===== config.mk =====
export PLATFORM = sky130hd
export DESIGN_NAME = i2c_xact_master_flat
export DESIGN_NICKNAME = d
export VERILOG_FILES = /design/src/rtl/i2c_xact_master_pkg.sv /design/src/rtl/i2c_xact_master_if.sv /design/src/rtl/i2c_xact_master_tick_gen.sv /design/src/rtl/i2c_xact_master.sv /design/src/flat_wrapper.sv
export SDC_FILE = /design/constraint.sdc
export NUM_CORES = 1
export LEC_CHECK = 0
export ABC_AREA = 1
export CAP_MARGIN = 10
export CORE_MARGIN = 2
export CORE_UTILIZATION = 45
export DETAILED_ROUTE_END_ITERATION = 10
export PLACE_DENSITY = 0.71
export SYNTH_ARGS = -nofsm -noshare
export SYNTH_HDL_FRONTEND = slang
export SYNTH_SLANG_ARGS = --single-unit
export TNS_END_PERCENT = 100

===== constraint.sdc =====
create_clock -name clk -period 3.44 [get_ports clk]
set_clock_uncertainty 0.15 [all_clocks]
set_input_delay 0.688 -clock clk [delete_from_list [all_inputs] [get_ports clk]]
set_output_delay 0.688 -clock clk [all_outputs]
set_load 0.02 [all_outputs]

===== src/rtl/i2c_xact_master_pkg.sv =====
// Shared types and constants for the byte-level I2C transaction master.
package i2c_pkg;

  typedef enum logic [3:0] {
    S_IDLE, S_START, S_ADDR, S_ADDR_ACK, S_WR, S_WR_ACK,
    S_RSTART, S_RD, S_RD_ACK, S_STOP
  } i2c_state_e;

  localparam logic I2C_RW_WRITE = 1'b0;
  localparam logic I2C_RW_READ  = 1'b1;

  // Quarter phases inside one bit time.
  localparam logic [1:0] Q_DRIVE = 2'd0;  // SCL low, SDA may change
  localparam logic [1:0] Q_RISE  = 2'd1;  // SCL released
  localparam logic [1:0] Q_HIGH  = 2'd2;  // SCL high, SDA sampled at its end
  localparam logic [1:0] Q_FALL  = 2'd3;  // SCL pulled low

endpackage


===== src/rtl/i2c_xact_master_if.sv =====
// Request/response and pad signals between the expander controller, the
// transaction master and the open-drain pad buffers.
interface i2c_xact_master_if;
  logic       start;
  logic       done;
  logic       nack;
  logic [6:0] addr;
  logic [1:0] num_wr_bytes;
  logic [1:0] num_rd_bytes;
  logic [7:0] wr_data0, wr_data1, wr_data2;
  logic [7:0] rd_data0, rd_data1;
  logic       scl_i, scl_oe;
  logic       sda_i, sda_oe;

  modport master (
    input  start, addr, num_wr_bytes, num_rd_bytes, wr_data0, wr_data1, wr_data2,
           scl_i, sda_i,
    output done, nack, rd_data0, rd_data1, scl_oe, sda_oe
  );

  modport slave (
    output start, addr, num_wr_bytes, num_rd_bytes, wr_data0, wr_data1, wr_data2,
           scl_i, sda_i,
    input  done, nack, rd_data0, rd_data1, scl_oe, sda_oe
  );
endinterface


===== src/rtl/i2c_xact_master_tick_gen.sv =====
// Quarter-bit strobe: DIV-cycle down-counter, held at reload while cleared
// and frozen while a slave stretches SCL.
module i2c_tick_gen #(
  parameter int DIV = 250
) (
  input  logic clk,
  input  logic reset,
  input  logic clr_i,
  input  logic hold_i,
  output logic tick_o
);
  localparam int CW = (DIV > 1) ? $clog2(DIV) : 1;
  localparam logic [CW-1:0] RELOAD = CW'(DIV - 1);

  logic [CW-1:0] cnt_q;

  // Count down one quarter, reload on expiry; hold during stretch.
  always_ff @(posedge clk) begin
    if (reset || clr_i)      cnt_q <= RELOAD;
    else if (!hold_i)        cnt_q <= (cnt_q == '0) ? RELOAD : cnt_q - 1'b1;
  end

  assign tick_o = (cnt_q == '0) && !hold_i && !clr_i;
endmodule


===== src/rtl/i2c_xact_master.sv =====
// One complete I2C transaction per request: START, address, up to three
// writes, optional repeated START, up to two reads, STOP.
module i2c_xact_master
  import i2c_pkg::*;
#(
  parameter int DIV = 250
) (
  input logic               clk,
  input logic               reset,
  i2c_xact_master_if.master bus
);
  i2c_state_e       state_q, state_d, after_wr;
  logic [1:0]       qtr_q, qtr_d, byte_q, byte_d, nwr_q, nwr_d, nrd_q, nrd_d;
  logic [2:0]       bit_q, bit_d;
  logic [7:0]       sh_q, sh_d, rd0_q, rd0_d, rd1_q, rd1_d;
  logic [6:0]       addr_q, addr_d;
  logic [3:0][7:0]  wr_q, wr_d;
  logic             rw_q, rw_d, done_q, done_d, nack_q, nack_d;
  logic             scl_oe, sda_oe, stretch, tick, sample, bit_end, rd_last;

  // A slave holding SCL low after we release it pauses the bit clock.
  assign stretch = !scl_oe && !bus.scl_i;
  assign sample  = tick && (qtr_q == Q_HIGH);
  assign bit_end = tick && (qtr_q == Q_FALL);
  assign rd_last = (byte_q + 2'd1) == nrd_q;

  i2c_tick_gen #(.DIV(DIV)) u_tick (
    .clk(clk), .reset(reset), .clr_i(state_q == S_IDLE), .hold_i(stretch), .tick_o(tick)
  );

  // State and datapath registers; reset releases the bus at once.
  always_ff @(posedge clk) begin
    if (reset) begin
      state_q <= S_IDLE; qtr_q <= '0; bit_q <= '0; byte_q <= '0; sh_q <= '0;
      addr_q <= '0; nwr_q <= '0; nrd_q <= '0; wr_q <= '0; rw_q <= I2C_RW_WRITE;
      rd0_q <= '0; rd1_q <= '0; done_q <= 1'b1; nack_q <= 1'b0;
    end else begin
      state_q <= state_d; qtr_q <= qtr_d; bit_q <= bit_d; byte_q <= byte_d; sh_q <= sh_d;
      addr_q <= addr_d; nwr_q <= nwr_d; nrd_q <= nrd_d; wr_q <= wr_d; rw_q <= rw_d;
      rd0_q <= rd0_d; rd1_q <= rd1_d; done_q <= done_d; nack_q <= nack_d;
    end
  end

  // Next-state: phase sequencing, shifting, ACK handling.
  always_comb begin
    state_d = state_q; qtr_d = qtr_q; bit_d = bit_q; byte_d = byte_q; sh_d = sh_q;
    addr_d = addr_q; nwr_d = nwr_q; nrd_d = nrd_q; wr_d = wr_q; rw_d = rw_q;
    rd0_d = rd0_q; rd1_d = rd1_q; done_d = done_q; nack_d = nack_q;
    // Where a write-phase ACK leads when the slave accepted it.
    if (byte_q < nwr_q)      after_wr = S_WR;
    else if (nrd_q != 2'd0)  after_wr = S_RSTART;
    else                     after_wr = S_STOP;
    if (tick) qtr_d = qtr_q + 2'd1;
    case (state_q)
      S_IDLE: begin
        qtr_d = Q_DRIVE;
        if (bus.start) begin
          addr_d = bus.addr;
          nwr_d  = bus.num_wr_bytes;
          nrd_d  = (bus.num_rd_bytes == 2'd3) ? 2'd2 : bus.num_rd_bytes;
          wr_d   = {8'h00, bus.wr_data2, bus.wr_data1, bus.wr_data0};
          rw_d   = (bus.num_wr_bytes != 2'd0 || bus.num_rd_bytes == 2'd0) ? I2C_RW_WRITE
                                                                          : I2C_RW_READ;
          byte_d = 2'd0; done_d = 1'b0; nack_d = 1'b0; state_d = S_START;
        end
      end
      S_START: if (bit_end) begin
        state_d = S_ADDR; sh_d = {addr_q, rw_q}; bit_d = 3'd0;
      end
      S_RSTART: if (bit_end) begin
        state_d = S_ADDR; rw_d = I2C_RW_READ; sh_d = {addr_q, I2C_RW_READ}; bit_d = 3'd0;
      end
      S_ADDR, S_WR: if (bit_end) begin
        if (bit_q == 3'd7) state_d = (state_q == S_ADDR) ? S_ADDR_ACK : S_WR_ACK;
        else begin
          bit_d = bit_q + 3'd1; sh_d = {sh_q[6:0], 1'b0};
        end
      end
      S_ADDR_ACK, S_WR_ACK: begin
        // nack was cleared at start, so it is set here only by this bit.
        if (sample && bus.sda_i) nack_d = 1'b1;
        if (bit_end) begin
          bit_d = 3'd0;
          if (nack_q) state_d = S_STOP;
          else if (state_q == S_ADDR_ACK && rw_q == I2C_RW_READ) begin
            state_d = S_RD; byte_d = 2'd0;
          end else begin
            state_d = after_wr;
            if (after_wr == S_WR) begin
              sh_d = wr_q[byte_q]; byte_d = byte_q + 2'd1;
            end
          end
        end
      end
      S_RD: begin
        if (sample) sh_d = {sh_q[6:0], bus.sda_i};
        if (bit_end) begin
          if (bit_q == 3'd7) begin
            state_d = S_RD_ACK;
            if (byte_q == 2'd0) rd0_d = sh_q;
            else                rd1_d = sh_q;
          end else bit_d = bit_q + 3'd1;
        end
      end
      S_RD_ACK: if (bit_end) begin
        bit_d = 3'd0; byte_d = byte_q + 2'd1;
        state_d = rd_last ? S_STOP : S_RD;
      end
      S_STOP: if (bit_end) begin
        state_d = S_IDLE; done_d = 1'b1;
      end
      default: state_d = S_IDLE;
    endcase
  end

  // Pad drive from state and quarter: 1 pulls the line low.
  always_comb begin
    scl_oe = 1'b0;
    sda_oe = 1'b0;
    case (state_q)
      S_IDLE: begin
        scl_oe = 1'b0;
        sda_oe = 1'b0;
      end
      S_START, S_RSTART: begin
        scl_oe = (qtr_q == Q_DRIVE) || (qtr_q == Q_FALL);
        sda_oe = (qtr_q == Q_HIGH)  || (qtr_q == Q_FALL);
      end
      S_STOP: begin
        scl_oe = (qtr_q == Q_DRIVE);
        sda_oe = (qtr_q != Q_FALL);
      end
      S_ADDR, S_WR: begin
        scl_oe = (qtr_q == Q_DRIVE) || (qtr_q == Q_FALL);
        sda_oe = !sh_q[7];
      end
      S_RD_ACK: begin
        scl_oe = (qtr_q == Q_DRIVE) || (qtr_q == Q_FALL);
        sda_oe = !rd_last;
      end
      default: scl_oe = (qtr_q == Q_DRIVE) || (qtr_q == Q_FALL);
    endcase
  end

  assign bus.scl_oe   = scl_oe;
  assign bus.sda_oe   = sda_oe;
  assign bus.done     = done_q;
  assign bus.nack     = nack_q;
  assign bus.rd_data0 = rd0_q;
  assign bus.rd_data1 = rd1_q;
endmodule


===== src/flat_wrapper.sv =====
// flat-port wrapper written by rule: the top's interface ports become plain ports
module i2c_xact_master_flat import i2c_pkg::*;
#(
  parameter int DIV = 250
)
  (clk, reset, bus_start, bus_addr, bus_num_wr_bytes, bus_num_rd_bytes, bus_wr_data0, bus_wr_data1, bus_wr_data2, bus_scl_i, bus_sda_i, bus_done, bus_nack, bus_rd_data0, bus_rd_data1, bus_scl_oe, bus_sda_oe);
  i2c_xact_master_if bus_i ();
  input logic clk;
  input logic reset;
  input wire logic [$bits(bus_i.start)-1:0] bus_start;
  input wire logic [$bits(bus_i.addr)-1:0] bus_addr;
  input wire logic [$bits(bus_i.num_wr_bytes)-1:0] bus_num_wr_bytes;
  input wire logic [$bits(bus_i.num_rd_bytes)-1:0] bus_num_rd_bytes;
  input wire logic [$bits(bus_i.wr_data0)-1:0] bus_wr_data0;
  input wire logic [$bits(bus_i.wr_data1)-1:0] bus_wr_data1;
  input wire logic [$bits(bus_i.wr_data2)-1:0] bus_wr_data2;
  input wire logic [$bits(bus_i.scl_i)-1:0] bus_scl_i;
  input wire logic [$bits(bus_i.sda_i)-1:0] bus_sda_i;
  output wire logic [$bits(bus_i.done)-1:0] bus_done;
  output wire logic [$bits(bus_i.nack)-1:0] bus_nack;
  output wire logic [$bits(bus_i.rd_data0)-1:0] bus_rd_data0;
  output wire logic [$bits(bus_i.rd_data1)-1:0] bus_rd_data1;
  output wire logic [$bits(bus_i.scl_oe)-1:0] bus_scl_oe;
  output wire logic [$bits(bus_i.sda_oe)-1:0] bus_sda_oe;
  assign bus_i.start = bus_start;
  assign bus_i.addr = bus_addr;
  assign bus_i.num_wr_bytes = bus_num_wr_bytes;
  assign bus_i.num_rd_bytes = bus_num_rd_bytes;
  assign bus_i.wr_data0 = bus_wr_data0;
  assign bus_i.wr_data1 = bus_wr_data1;
  assign bus_i.wr_data2 = bus_wr_data2;
  assign bus_i.scl_i = bus_scl_i;
  assign bus_i.sda_i = bus_sda_i;
  assign bus_done = bus_i.done;
  assign bus_nack = bus_i.nack;
  assign bus_rd_data0 = bus_i.rd_data0;
  assign bus_rd_data1 = bus_i.rd_data1;
  assign bus_scl_oe = bus_i.scl_oe;
  assign bus_sda_oe = bus_i.sda_oe;
  i2c_xact_master #(.DIV(DIV)) u_core (.clk(clk), .reset(reset), .bus(bus_i));
endmodule

# Yosys cells after proc, flatten, opt, wreduce, memory -nomap -nowiden
# Index checks and enable logic that the tools add are counted.
# totals
reg_bits	81
inputBits	40
out_inout_bits	20
elab_cells	158
# classes
add_sub_neg	4
n_lt_le_gt_ge	2
eq_ne	37
mux	51
bitwise_logic	1
n_reduce_logical	46
# op_table
operator	n
8-bit two-way mux	11
4-bit two-way mux	14
8-bit case mux with 5 select lines	1
2-bit by 1-bit != test with 1-bit output (second input constant)	15
4-bit case mux with 7 select lines	1
4-bit by 3-bit == test with 1-bit output (second input constant)	5
8-bit binary-select mux with 2-bit select	1
2-bit two-way mux	7
3-bit two-way mux	4
2-bit != test (second input constant)	6
4-bit AND reduction	3
2-bit nonzero test	6
10-bit AND reduction	1
3-bit AND reduction	3
9-bit AND reduction	1
4-bit by 2-bit == test with 1-bit output (second input constant)	2
4-bit == test (second input constant)	2
8-bit logical NOT	1
1-bit case mux with 2 select lines	4
2-bit OR reduction	4
8-bit by 1-bit subtractor with 8-bit output (second input constant)	1
1-bit logical AND	7
2-bit == test (second input constant)	3
1-bit logical NOT	6
other kinds (22)	32

# Depth between registers and ports, before layout
# Gate-level depths: netlist of run 1.
# depth
depth_word	12
depth_mapped	14
depth_no_buf	13

# Hierarchy
# From an unflattened synthesis of run 1, not the netlist that was laid out.
# hier_totals
cells_unflattened	594
hier_area_um2	4052.6
# by_module_without_submodules
module	instances	cells_per_inst	area_each_um2	seq_area_each_um2
i2c_xact_master	1	533	3616.0	1461.4
i2c_tick_gen	1	61	436.7	160.2

# Worst setup path after synthesis of run 1
# Ideal clock, no wire load.
# synth_path
kind	register to output
from	reg u_core.byte_q[0]
to	out bus_sda_oe
t_arrival_ns	1.759
required_ns	2.602
setup_slack_ns	0.843
path_stages_with_launch	9
cell_sequence	dfxtp_1 inv_1 clkbuf_1 clkbuf_1 ha_1 xnor2_1 o21ai_0 nand2_1 o2111ai_1
# synth_via
elab_chain_len	4
# synth_lines
item	line	source
from (decl)	i2c_xact_master.sv:13	logic [1:0] qtr_q, qtr_d, byte_q, byte_d, nwr_q, nwr_d, nrd_q, nrd_d;
from (signal assigned)	i2c_xact_master.sv:34	state_q <= S_IDLE; qtr_q <= '0; bit_q <= '0; byte_q <= '0; sh_q <= '0;
from (signal assigned)	i2c_xact_master.sv:38	state_q <= state_d; qtr_q <= qtr_d; bit_q <= bit_d; byte_q <= byte_d; sh_q <= sh_d;
2-bit by 1-bit adder with 2-bit output	i2c_xact_master.sv:25	assign rd_last = (byte_q + 2'd1) == nrd_q;
2-bit == test	i2c_xact_master.sv:25	
1-bit logical NOT	i2c_xact_master.sv:139	sda_oe = !rd_last;
1-bit case mux with 4 select lines	i2c_xact_master.sv:120	case (state_q)
to (decl)	flat_wrapper.sv:24	output wire logic [$bits(bus_i.sda_oe)-1:0] bus_sda_oe;
# Every way passes these cells.

# Worst setup path after layout of run 1
# layout_path
from	reg u_core.byte_q[1]
to	out bus_sda_oe
# The elaborated chain is that of the path after synthesis.

==> impl_metrics.csv, run 1 <==
group,metric,value,unit
logic_synthesis,post_synth_main_area_contributors,"sky130_fd_sc_hd__dfxtp_1 41%, sky130_fd_sc_hd__nand2_1 9.9%, sky130_fd_sc_hd__a21oi_1 8.7%, sky130_fd_sc_hd__o21ai_0 8.3%, sky130_fd_sc_hd__inv_1 7.7%",
layout,layout-area-overhead-vs-synth,23.1,%
job,max_cap_viol_count,0,
clocking,cts_tree,"done",
logic_synthesis,yosysUniqueCellTypes,37,
timing,final.period_utilization,95.7,%
clocking,cts-root-buf,"sky130_fd_sc_hd__clkbuf_8",
setup_path,setup.worst_path.start_class,"register",
global_routing,global_route.usage.met2,32.7,%
run_status,run_status,"completed",
layout,finalNetCount,655,
power,p_int,0.00209,W
logic_synthesis,syn-instance-count,553,
power,post-layout-total-power,0.00354,W
timing,setup_repair_after_global_routing_missed_its_margin,"false",
clocking,cts_setup_buffers,0,
timing,setup_slack,0.148,ns
die,core_area,8590,um^2
setup_path,setup.reg_to_reg.worst_slack,1.02,ns
power,switchingPower,0.00145,W
logic_synthesis,synth_area,3920,um^2
detailed_routing,routed_wire_length_per_instance,13.1,um
timing,time_the_final_worst_path_needs_with_i_o_delays_and_setup,3.29,ns
global_routing,overflow,0,
timing,totalNegativeSetupSlack,0,ns
clocking,cts.clk_slew.worst_paths,0.09,ns
detailed_routing,vias,3691,
clocking,htreeDepth,3,
timing,relSlewSlack,48.2,%
power,ir_worst_vdd,0.000292,V
place,place_ws,0.523,ns
power,power.clock.fraction,23.0,%
timing,final_max_slew_viol_count,0,
power,power.share.switching,41.0,%
die,number_of_primary_i_o_pins,60,
detailed_routing,drtIter0Drc,173,
logic_synthesis,synth.yosys.warnings,0,
timing,final-hold-violation-count,0,
setup_path,critPathArrivalTime,2.45,ns
timing,top_achievable_clock_speed,304,MHz
logic_synthesis,synth-seq-area-share,41.4,%
clocking,ctsHoldBuffers,0,
global_routing,grt_start_max_net_pins,47,
power,sequentialPowerShare,35.9,%
layout,layout-drive-gt1-share,6.22,%
power,p_leak,1.96,nW
place,postPlaceCellArea,4590,um^2
layout,final_area,4820,um^2
timing,setup-violations-final,0,
setup_path,cp_slowest_stage_delay,0.64,ns
power,cellPowerDensity,733,nW/um^2
setup_path,worst_setup_path_end_kind,"primary output",
global_routing,grt_first_pass_wirelength,15400,um
layout,filler_cell_count,831,
detailed_routing,via_per_inst,5.13,
global_routing,global_route.usage.met1,26.2,%
global_routing,first_global_vias,3311,
die,floorplan.initialDensity,45.6,%
global_routing,grt.busiest_layer,"met2",
setup_path,crit_path_max_fanout,10,
clocking,clock_sinks,81,
logic_synthesis,synth.net_count,602,
die,die_area,9470,um^2
global_routing,grt_use_met3,3.31,%
power,comb_power_share,41.1,%
die,fp.dieH,97.3,um
logic_synthesis,ys_ff_latch,81,
timing,max_slew.worst_pin.slew,0.773,ns
clocking,clk_latency,0.35,ns
die,placement_rows,34,
layout,layoutNonFillerInstCount,719,
place,final_replace_weighted_congestion,0.944,
setup_path,critical_path.slowest_cell,"sky130_fd_sc_hd__clkdlybuf4s50_1",
die,fp.dieW,97.3,um
detailed_routing,drt_first_pass_iters,5,
hold_path,timing.hold.worst.class,"reg2reg",
logic_synthesis,postSynthAreaPerCell,7.09,um^2
setup_path,timing.critical_path.cells,"inv_1 > ha_1 > xnor2_1 > o21ai_0 > nand2_1 > o2111ai_1 > clkdlybuf4s50_1",
setup_path,worst_ep_required,2.60,ns
logic_synthesis,synthDominantCellAreaShare,41.4,%
place,post-place-cells,703,
detailed_routing,drcViolationCount,0,
clocking,post_cts.resized_instances,0,
clocking,cts_inserted_buffers,9,
global_routing,grt_antenna_before_repair,0,
detailed_routing,final_antenna_net_count,0,
layout,final_antenna_diode_count,0,
place,port-buffer-count,59,
place,placed_wire_length_estimate,7000,um
global_routing,track_usage,19.9,%
clocking,clock_path_buffers,2,
setup_path,path_class,"reg2out",
detailed_routing,routed_wl,9400,um
logic_synthesis,synth_largest_area_cell,"sky130_fd_sc_hd__dfxtp_1",
## logic make-up (layout without fill, tap and decap cells)
family / after synthesis / after routing / share of synthesized area (%)
simple gates: 195 / 195 / 22.7
compound gates: 162 / 162 / 22.3
buf+inv: 105 / 163 / 10.6
flops: 81 / 81 / 41.4
fa+ha+maj: 9 / 9 / 2.87
xor+xnor: 1 / 1 / 0.224
## power by group through the flow
| stage | Sequential (W) | Clock [W] | Combinational [W] |
|---|---|---|---|
| final | 0.00127 | 0.000814 | 0.00145 |
| after global routing | 0.00129 | 0.000868 | 0.00164 |
| after CTS | 0.00127 | 0.000827 | 0.00144 |
| after detailed placement | 0.00129 | 0 | 0.00144 |
| after global placement | 0.00128 | 0 | 0.00140 |
| after floorplan | 0.00124 | 0 | 0.00111 |
## registers in the layout, summed over array words and instances (netlist names), 3 cells and up
register	flops
u_core.wr_q	24
u_core.bus.rd_data0	8
u_core.bus.rd_data1	8
u_core.sh_q	8
u_core.u_tick.cnt_q	8
u_core.addr_q	7
u_core.state_q	4
u_core.bit_q	3
## path summary, 6_finish.rpt
check	startpoint	to	depth (start not counted)
min	u_core.bus.rd_data0[4]$_SDFFE_PP0P_	u_core.bus.rd_data0[4]$_SDFFE_PP0P_	2
max	u_core.byte_q[1]$_SDFFE_PP0P_	bus_sda_oe	7
max reg2reg	u_core.state_q[2]$_SDFFE_PP0P_	u_core.sh_q[6]$_SDFFE_PP0P_	11
min reg2reg	u_core.bus.rd_data0[4]$_SDFFE_PP0P_	u_core.bus.rd_data0[4]$_SDFFE_PP0P_	2
## synth_stat cells, drive strengths merged
cell type and n:
o211ai 3, o21a 1, o32ai 1, o211a 1, nor3 3, nand3 27, inv 83, nand4 6
nand3b 1, o31ai 1, a21o 1, dfxtp 81, nor2 52, a31oi 2, o2111ai 1, xnor2 1
a211oi 1, o221ai 7, o21ai 73, buf 4, nand2 106, a21oi 68, ha 9, o22ai 2
clkbuf 17, clkinv 1
## critical path, delay by kind of cell (launching register included)
kind	cells	cell delay, ns
AO/OA/AOI/OAI	2	0.23
XOR/XNOR	1	0.13
adder cells (fa/ha/maj)	1	0.33
buffers and inverters	2	0.77
flip-flops	1	0.51
AND/OR/NAND/NOR	1	0.14
## cell usage in the layout (no fill, tap or decap), types with 2 or more instances in the layout
master                              n
sky130_fd_sc_hd__nand2_1          103
sky130_fd_sc_hd__dfxtp_1           81
sky130_fd_sc_hd__inv_1             80
sky130_fd_sc_hd__a21oi_1           68
sky130_fd_sc_hd__o21ai_0           65
sky130_fd_sc_hd__clkdlybuf4s50_1   59
sky130_fd_sc_hd__nor2_1            46
sky130_fd_sc_hd__nand3_1           22
sky130_fd_sc_hd__clkbuf_8          10
sky130_fd_sc_hd__ha_1               9
sky130_fd_sc_hd__o21ai_1            8
sky130_fd_sc_hd__o221ai_1           7
sky130_fd_sc_hd__nand4_1            5
sky130_fd_sc_hd__inv_2              3
sky130_fd_sc_hd__nor2_2             3
sky130_fd_sc_hd__nand2_2            3
sky130_fd_sc_hd__nand3_2            3
sky130_fd_sc_hd__nor3_1             3
sky130_fd_sc_hd__o211ai_1           3
sky130_fd_sc_hd__buf_4              3
sky130_fd_sc_hd__nand3_4            2
sky130_fd_sc_hd__nor2_4             2
sky130_fd_sc_hd__a31oi_1            2
sky130_fd_sc_hd__o22ai_1            2
sky130_fd_sc_hd__inv_6              2
sky130_fd_sc_hd__bufinv_16          2
## per-stage QoR
stage,hold WS (ns),util (%)
3_5_place_dp,0.289,53.4
3_3_place_gp,0.285,53.4
5_1_grt,0.323,56.1
4_1_cts,0.302,56.1
2_1_floorplan,0.275,-
6_report,0.301,56.1
## layout make-up
| type | instances | area (um^2) | area share [%] |
|---|---|---|---|
| inverters | 84 | 315 | 6.54 |
| clock inverters | 6 | 97.6 | 2.02 |
| well taps | 108 | 135 | 2.80 |
| clock buffers | 10 | 138 | 2.85 |
| repair buffers | 63 | 633 | 13.1 |
| multi-input cells | 367 | 1880 | 39.0 |
| flip-flops and latches | 81 | 1620 | 33.6 |
## metal layers
metal	vias to the layer above	routed length, um
li1	1918	-
met1	1667	4470
met2	93	4370
met3	13	419
met4	0	144
met5	-	0
Power figures use the tool's default switching activity.
==> run 2: changes to the inputs <==
--- a/config.mk
+++ b/config.mk
@@ -10,7 +10,7 @@
 export CORE_MARGIN = 2
 export CORE_UTILIZATION = 45
 export DETAILED_ROUTE_END_ITERATION = 10
-export PLACE_DENSITY = 0.71
+export PLACE_DENSITY = 0.68
 export SYNTH_ARGS = -nofsm -noshare
 export SYNTH_HDL_FRONTEND = slang
 export SYNTH_SLANG_ARGS = --single-unit
==> run 2 against run 1 <==
Compared with the run above:
- highest routed layer unchanged
- count of clock-buffer cells in the layout is 1 lower
- critical path depth stayed put
- largest cell class unchanged
- register-to-register slack worse by 0.03 ns
- final area hardly changed
- via count is 0.38% lower
- cell count stayed put
==> impl_metrics.csv, run 2 (synthesis gave the netlist of run 1 again) <==
group,metric,value,unit
run_status,run_status,"completed",
detailed_routing,routed_wire_length_per_instance,13.1,um
place,placed_wire_length_estimate,7040,um
layout,layout-drive-gt1-share,6.22,%
timing,top_achievable_clock_speed,305,MHz
layout,layout.cells.most_common_list,"103 x sky130_fd_sc_hd__nand2_1, 81 x sky130_fd_sc_hd__dfxtp_1, 80 x sky130_fd_sc_hd__inv_1",
die,fp.dieW,97.3,um
power,p_leak,1.95,nW
die,die_area,9470,um^2
global_routing,grt_use_met3,5.18,%
timing,totalNegativeSetupSlack,0,ns
detailed_routing,vias,3677,
setup_path,setup.worst_path.start_class,"register",
setup_path,cell_family_contributing_the_most_delay_on_the_critical_path,"buffers and inverters",
global_routing,overflow,0,
clocking,clock_sinks,81,
timing,relSlewSlack,46.5,%
layout,regMostFlops,"u_core.wr_q",
global_routing,global_route.usage.met2,32.0,%
layout,finalNetCount,656,
timing,final-hold-violation-count,0,
setup_path,worst_setup_path_end_kind,"primary output",
timing,max_slew.worst_pin.slew,0.798,ns
global_routing,grt_start_max_net_pins,44,
clocking,cts-root-buf,"sky130_fd_sc_hd__clkbuf_8",
detailed_routing,final_antenna_net_count,0,
clocking,cts.clk_slew.worst_paths,0.08,ns
clocking,clk_latency,0.36,ns
layout,layout-area-overhead-vs-synth,23.1,%
detailed_routing,drcViolationCount,0,
die,core_area,8590,um^2
layout,layoutNonFillerInstCount,719,
clocking,htreeDepth,3,
timing,setup_repair_after_global_routing_missed_its_margin,"false",
power,cellPowerDensity,738,nW/um^2
detailed_routing,via_per_inst,5.11,
setup_path,path_class,"reg2out",
layout,commonest_non_fill_non_tap_cell_in_the_layout,"sky130_fd_sc_hd__nand2_1",
clocking,cts_inserted_buffers,9,
die,fp.dieH,97.3,um
die,floorplan.initialDensity,45.6,%
die,placement_rows,34,
timing,setup-violations-final,0,
clocking,clock_path_buffers,2,
layout,final_area,4820,um^2
setup_path,crit_buf_inv,2,
global_routing,track_usage,20.6,%
power,ir_worst_vdd,0.000331,V
clocking,cts_tree,"done",
setup_path,critical_path.slowest_cell,"sky130_fd_sc_hd__clkdlybuf4s50_1",
job,max_cap_viol_count,0,
setup_path,crit_path_max_fanout,10,
layout,final_antenna_diode_count,0,
place,post-place-cells,704,
layout,finalCoreUtilization,56.1,%
global_routing,global_route.usage.met1,28.4,%
timing,time_the_final_worst_path_needs_with_i_o_delays_and_setup,3.28,ns
die,number_of_primary_i_o_pins,60,
clocking,post_cts.resized_instances,0,
setup_path,reg_to_reg_critical_path_startpoint,"u_core.state_q[2]$_SDFFE_PP0P_",
clocking,cts_setup_buffers,0,
layout,largest_reg_flops,24,
detailed_routing,routed_wl,9440,um
setup_path,critical_path.startpoint,"u_core.byte_q[1]$_SDFFE_PP0P_",
global_routing,grt_first_pass_wirelength,15900,um
place,port-buffer-count,59,
global_routing,grt_antenna_before_repair,0,
detailed_routing,drtIter0Drc,181,
hold_path,timing.hold.worst.class,"reg2reg",
layout,filler_cell_count,833,
global_routing,first_global_vias,3388,
timing,final_max_slew_viol_count,0,
global_routing,grt.busiest_layer,"met2",
timing,final.period_utilization,95.3,%
detailed_routing,drt_first_pass_iters,4,
place,final_replace_weighted_congestion,0.862,
hold_path,hp-start,"u_core.bus.rd_data0[2]$_SDFFE_PP0P_",
setup_path,worst_ep_required,2.60,ns
setup_path,cp_slowest_stage_delay,0.63,ns
clocking,ctsHoldBuffers,0,
place,postPlaceCellArea,4580,um^2
setup_path,timing.critical_path.cells,"inv_1 > ha_1 > xnor2_1 > o21ai_0 > nand2_1 > o2111ai_1 > clkdlybuf4s50_1",
setup_path,critPathArrivalTime,2.44,ns
-- run 2: cell count changes in the layout (fill, tap and decap cells not counted) --
cell and change:
sky130_fd_sc_hd__buf_4 +2, sky130_fd_sc_hd__buf_12 -1, sky130_fd_sc_hd__bufinv_16 +1, sky130_fd_sc_hd__clkbuf_8 -1
sky130_fd_sc_hd__clkinvlp_4 +1, sky130_fd_sc_hd__inv_6 -1, sky130_fd_sc_hd__inv_8 -1
-- run 2: stage by stage --
stage | total power, W | hold WS (ns) | worst slack (ns)
2_1_floorplan | 0.00235 | 0.275 | 0.843
3_3_place_gp | 0.00270 | 0.285 | 0.549
3_5_place_dp | 0.00272 | 0.289 | 0.520
4_1_cts | 0.00356 | 0.302 | 0.141
5_1_grt | 0.00384 | 0.318 | 0.0373
6_report | 0.00356 | 0.297 | 0.161
-- run 2: layout make-up --
cell class,instances,area (um^2),area share [%]
clock buffers,9,124,2.57
repair buffers,64,628,13.0
well taps,108,135,2.80
inverters,84,315,6.54
clock inverters,6,115,2.39
multi-input cells,367,1880,39.1
flip-flops and latches,81,1620,33.6
-- run 2: worst register-to-register path: stages (launching register included) --
cell and delay, ns:
sky130_fd_sc_hd__dfxtp_1 0.39, sky130_fd_sc_hd__inv_1 0.08, sky130_fd_sc_hd__nor2_1 0.26, sky130_fd_sc_hd__nand2_1 0.10, sky130_fd_sc_hd__nand2_1 0.39, sky130_fd_sc_hd__inv_1 0.21, sky130_fd_sc_hd__o21ai_0 0.23, sky130_fd_sc_hd__nor2_1 0.08
sky130_fd_sc_hd__nand3_2 0.23, sky130_fd_sc_hd__nand2_1 0.10, sky130_fd_sc_hd__nand2_1 0.08, sky130_fd_sc_hd__nor2_1 0.04
-- run 2: where the power goes --
part	total (W)	internal [W]	leakage [nW]	switching, W
Sequential	0.00127	0.00114	0.662	0.000129
Combinational	0.00144	0.000502	1.18	0.000937
Clock	0.000849	0.000482	0.116	0.000367
-- run 2: metal layers --
layer | vias up | part of all wire (%) | routed length [um]
li1 | 1917 | - | -
met1 | 1656 | 48 | 4490
met2 | 100 | 46 | 4380
met3 | 4 | 5.4 | 512
met4 | 0 | 0.61 | 58
met5 | - | 0 | 0
-- run 2: final timing paths --
kind / end / slack, ns / depth (start not counted)
min reg2reg: u_core.bus.rd_data0[2]$_SDFFE_PP0P_ / 0.30 / 2
max: bus_sda_oe / 0.16 / 7
min: u_core.bus.rd_data0[2]$_SDFFE_PP0P_ / 0.30 / 2
max reg2reg: u_core.sh_q[7]$_SDFFE_PP0P_ / 0.99 / 11
